<file path="config.mk">
export PLATFORM = sky130hd
export DESIGN_NAME = activation_interp
export DESIGN_NICKNAME = d
export VERILOG_FILES = /design/src/rtl/activation_interp.sv
export SDC_FILE = /design/constraint.sdc
export NUM_CORES = 1
export LEC_CHECK = 0
export BUFFER_PORTS_ARGS = -buffer_cell sky130_fd_sc_hd__buf_4
export CAP_MARGIN = 20
export CORE_UTILIZATION = 55
export CTS_CLUSTER_SIZE = 40
export DETAILED_ROUTE_END_ITERATION = 7
export PLACE_DENSITY = 0.74
export SLEW_MARGIN = 20
export SYNTH_ARGS = -nofsm -noshare
export SYNTH_HDL_FRONTEND = slang
export SYNTH_SLANG_ARGS = --single-unit
</file>
<file path="constraint.sdc">
create_clock -name i_clk -period 4.8 [get_ports i_clk]
set_input_delay 0.72 -clock i_clk [delete_from_list [all_inputs] [get_ports i_clk]]
set_output_delay 0.72 -clock i_clk [all_outputs]
set_load 0.01 [all_outputs]
</file>
<file path="src/rtl/activation_interp.sv">
// Piecewise-linear activation interpolator: drives the LUT segment address,
// captures the base/next samples and blends them by the fractional bits of x.
// Three-stage valid/ready pipeline with one common stage enable.
module activation_interp #(
  parameter int unsigned ADDR_W = 4,
  parameter int unsigned FRAC_W = 4,
  parameter int unsigned DATA_W = 8
) (
  input  logic                     i_clk,
  input  logic                     i_rst,
  input  logic                     i_in_valid,
  output logic                     o_in_ready,
  input  logic [ADDR_W+FRAC_W-1:0] i_in_data,
  output logic [ADDR_W-1:0]        o_address,
  input  logic [DATA_W-1:0]        i_base,
  input  logic [DATA_W-1:0]        i_next__data,
  output logic                     o_out_valid,
  input  logic                     i_out_ready,
  output logic [DATA_W-1:0]        o_out_data
);

  localparam int unsigned IN_W   = ADDR_W + FRAC_W;
  localparam int unsigned DIFF_W = DATA_W + 1;
  localparam int unsigned PROD_W = DATA_W + FRAC_W + 2;

  logic                     r_s1_v;
  logic [ADDR_W-1:0]        r_s1_seg;
  logic [FRAC_W-1:0]        r_s1_frac;
  logic                     r_s2_v;
  logic signed [DATA_W-1:0] r_s2_base;
  logic [FRAC_W-1:0]        r_s2_frac;
  logic signed [DIFF_W-1:0] r_s2_diff;
  logic                     r_out_valid;
  logic [DATA_W-1:0]        r_out_data;

  logic                     w_en;
  logic signed [DIFF_W-1:0] w_diff;
  logic signed [PROD_W-1:0] w_base_x;
  logic signed [PROD_W-1:0] w_diff_x;
  logic signed [PROD_W-1:0] w_frac_x;
  logic signed [PROD_W-1:0] w_prod;
  logic signed [PROD_W-1:0] w_acc;
  logic signed [PROD_W-1:0] w_next_x;
  logic signed [PROD_W-1:0] w_lo;
  logic signed [PROD_W-1:0] w_hi;
  logic signed [PROD_W-1:0] w_lo_s;
  logic signed [PROD_W-1:0] w_hi_s;

  // Common pipeline enable; a stalled output freezes every stage.
  assign w_en        = !r_out_valid || i_out_ready;
  assign o_in_ready  = w_en;
  assign o_address   = r_s1_seg;
  assign o_out_valid = r_out_valid;
  assign o_out_data  = r_out_data;

  // Slope between adjacent LUT samples, one bit wider so it cannot overflow.
  assign w_diff = DIFF_W'($signed(i_next__data)) - DIFF_W'($signed(i_base));

  // Blend in base*2^FRAC_W units; the top DATA_W bits above the fraction are the
  // floored result, which is also the truncated (DATA_W+1)-bit sum.
  always_comb begin
    w_base_x = PROD_W'(r_s2_base);
    w_diff_x = PROD_W'(r_s2_diff);
    w_frac_x = PROD_W'({1'b0, r_s2_frac});
    w_prod   = w_diff_x * w_frac_x;
    w_acc    = (w_base_x <<< FRAC_W) + w_prod;
    w_next_x = w_base_x + w_diff_x;
    w_lo     = (w_next_x < w_base_x) ? w_next_x : w_base_x;
    w_hi     = (w_next_x < w_base_x) ? w_base_x : w_next_x;
    w_lo_s   = w_lo <<< FRAC_W;
    w_hi_s   = (w_hi + PROD_W'(1)) <<< FRAC_W;
  end

  // Stage 1: split x into segment index (LUT address) and fraction.
  always_ff @(posedge i_clk or negedge i_rst) begin
    if (!i_rst) begin
      r_s1_v    <= 1'b0;
      r_s1_seg  <= '0;
      r_s1_frac <= '0;
    end else if (w_en) begin
      r_s1_v    <= i_in_valid;
      r_s1_seg  <= i_in_data[IN_W-1:FRAC_W];
      r_s1_frac <= i_in_data[FRAC_W-1:0];
    end
  end

  // Stage 2: capture the LUT samples as base and slope.
  always_ff @(posedge i_clk or negedge i_rst) begin
    if (!i_rst) begin
      r_s2_v    <= 1'b0;
      r_s2_base <= '0;
      r_s2_frac <= '0;
      r_s2_diff <= '0;
    end else if (w_en) begin
      r_s2_v    <= r_s1_v;
      r_s2_base <= $signed(i_base);
      r_s2_frac <= r_s1_frac;
      r_s2_diff <= w_diff;
    end
  end

  // Stage 3: output register; data only moves on a valid item so bubbles stay hidden.
  always_ff @(posedge i_clk or negedge i_rst) begin
    if (!i_rst) begin
      r_out_valid <= 1'b0;
      r_out_data  <= '0;
    end else if (w_en) begin
      r_out_valid <= r_s2_v;
      if (r_s2_v) begin
        r_out_data <= w_acc[FRAC_W +: DATA_W];
      end
    end
  end

  // Interpolated value must stay between the two samples, so truncation is lossless.
  always @(posedge i_clk) begin
    if (i_rst && w_en && r_s2_v) begin
      assert ((w_acc >= w_lo_s) && (w_acc < w_hi_s))
        else $error("interpolation result outside [base,next] range");
    end
  end

endmodule

</file>
==> results.md <==
- Status: finished clean
- Slew @ Worst Pin: 501 ps
- Required time of the critical path: 4970 ps
- Gr usage total: 0.211
- Overall power: 2.64 mW
- Final Worst Setup Slack: 986 ps
- Final Max Slew Viols: 0
- Antenna-violating nets left: 0
- Worst IR Drop VDD: 0.329 mV
- DP Cell Count: 451
- Worst clock skew: 9.91 ps
- Vias in the first global route: 2268
- Hold slack: 385 ps
- Area leader, netlist: dfrtp_1
- Worst-case clock buffer depth: 2
- # IOs: 42
- DP Worst Slack: 1000 ps
- Number of antenna diodes: 0
- Cell Count, Final, Fillers Out: 459
- RePlAce Congestion: 0.823
- Final Instance Area: 0.00356 mm^2
- Crit. End Element: flop
- Wl on met1: 2.74 mm
- YS warnings: 0
- Top sig layer: met4
- Pin count of the biggest net entering global routing: 41
- Ranking of synthesized cells by area: dfrtp_1, fa_1, ha_1, nand2_1, inv_1
- Chip Height: 76.9 um
- Detailed-route wire length per cell: 11.9 um
- Syn_area_per_cell: 8.82 um^2
- CTS root buffer: clkbuf_8
- Worst-skew pair later-pin latency: 300 ps
- Die footprint: 0.00592 mm^2
- CP arrival: 3990 ps
- 1st-iter DRT viols: 69
- Setup CP Type: reg2reg
- Total CTS buffers: 5
- IO Port Bufs: 41
- Vias per Instance: 4.89
- Initial antenna violation count: 0
- Share of layout cells above drive strength 1: 0.141
- Most common cell after layout, fill and taps aside: nand2_1
- H-tree depth: 2
- Synth cell types: 36
- Leakage: 1.85 nW
- Nets@finish: 468
- Crit Path Max Fanout: 10
- Achievable Freq: 262 MHz
- CP Launch Type: flop
- R2R setup slack: 990 ps
- Max Cap Viol: 0
- Area fraction of the dominant cell type after synthesis: 0.324
- Register area: 0.00100 mm^2
- Clk sinks: 40
- CTS Hold Bufs: 0
- R2R depth: 12
- Core region area: 0.00527 mm^2
- P per Cell Area: 743 mW/mm^2
- Area occupied by multi-input gates: 0.00182 mm^2
- Dpl cell area: 0.00344 mm^2
- CTS tree: built
- Routed met3 length: 160 um
- Slew HR: 0.666
- Reg2reg start: r_s2_frac[1]
- Via count: 2243
- Post-Syn Nets: 430
- Met2 WL: 2.51 mm
- First-pass iteration count of the detailed router: 4
- Period minus WS final: 3810 ps
- Total Routed Length: 5.45 mm
- First-pass GRT wire length: 9.83 mm
- Final setup violation count: 0
- Mapped cell area: 0.00309 mm^2
- Critical R2R Capture: o_out_data[7]
- Setup repair after global routing missed its margin: false
- Sequential share of the synthesized area: 0.324
- Period utilization: 0.795
- # resized after CTS: 0
- Setup repair bufs after CTS: 0
- Row count: 26
- Clock transition at path regs: 90 ps
- Fin Setup TNS: 0 ps
- Post-DP HPWL: 4.30 mm
- #FFs+latches synth: 40
- Synth Instances: 350
- Residual DRC: 0
- Layout Area Growth over Synthesis: 15.3%
- Initial Util: 0.586
- Final Hold Violating Endpoints: 0
- Worst hold path class: in2async
- Util after Layout: 0.675
- Fill count: 470
- Grt ovf: 0
- Die Width: 76.9 um
- Most frequent cells in the layout: nand2_1, inv_1, buf_4, dfrtp_1, ha_1
==> power breakdown <==
part           total [mW]  leakage, nW  switching (mW)  internal [mW]
clock network       0.289       0.0548           0.132          0.157
registers           0.559        0.479           0.106          0.453
logic                1.80         1.32           0.966          0.831
==> final cells by class <==
type                       instances  share of cell area
multi-input combinational        240               0.511
sequential                        40               0.281
timing repair buffer              42              0.0886
inverter                          59              0.0622
tap                               70              0.0246
clock buffer                       5              0.0193
clock inverter                     3              0.0130
==> sequential cells by signal (all words and copies together) (netlist names) <==
signal       count
r_s2_frac        4
r_s2_diff        9
o_out_valid      1
o_out_data       8
r_s1_frac        4
r_s2_base        8
r_s2_v           1
o_address        4
r_s1_v           1
==> worst max-delay path, cell delays in order (launching register included) <==
cell,delay [ps]
dfrtp_1,530
nand2_1,120
fa_1,540
fa_1,440
fa_1,550
inv_1,70
fa_1,460
a21oi_1,240
o21ai_1,90
a21oi_1,270
o2bb2ai_1,170
xnor2_1,140
o21ai_1,80
==> synthesized netlist by cell type, drive strengths merged <==
| library cell | number |
|---|---|
| or3 | 1 |
| nor2b | 3 |
| o211a | 1 |
| a21boi | 1 |
| o21a | 6 |
| a31oi | 2 |
| clkbuf | 7 |
| o21bai | 1 |
| xnor2 | 10 |
| nand2b | 2 |
| o211ai | 1 |
| nand4 | 2 |
| o2bb2ai | 1 |
| o21ai | 22 |
| buf | 4 |
| nor3 | 6 |
| inv | 59 |
| nor2 | 10 |
| nand3 | 1 |
| fa | 24 |
| and3 | 1 |
| nand2 | 78 |
| mux2 | 1 |
| and2 | 21 |
| ha | 28 |
| dfrtp | 40 |
| a21oi | 8 |
| xor2 | 4 |
| o31ai | 5 |
==> worst max-delay path by stage <==
stage | from | endpoint | slack [ps] | cells past startpoint
5_1_grt | r_s2_frac[1] | o_out_data[7] | 780 | 14
6_report | r_s2_frac[1] | o_out_data[7] | 990 | 12
4_1_cts | r_s2_frac[1] | o_out_data[7] | 970 | 12
3_3_place_gp | r_s2_frac[1] | o_out_data[7] | 1110 | 12
3_5_place_dp | r_s2_frac[1] | o_out_data[7] | 1000 | 12
2_1_floorplan | r_s2_frac[1] | o_out_data[7] | 1360 | 13
==> cell families after synthesis <==
kind of cell / count (synthesis) / synth area share
muxes: 1 / 0.00365
adders and majority gates: 52 / 0.269
buffers and inverters: 70 / 0.0872
DFF: 40 / 0.324
and+or+nand+nor: 125 / 0.179
xor gates and xnor gates: 14 / 0.0397
AOI/OAI and AO/OA: 48 / 0.0969
==> metal layers <==
layer  global-route usage  vias up
met5                    0        -
met4               0.0462        0
met3               0.0405        4
met2                0.350       36
met1                0.287     1042
li1                     -     1161
(Power assumes the default switching activity.)
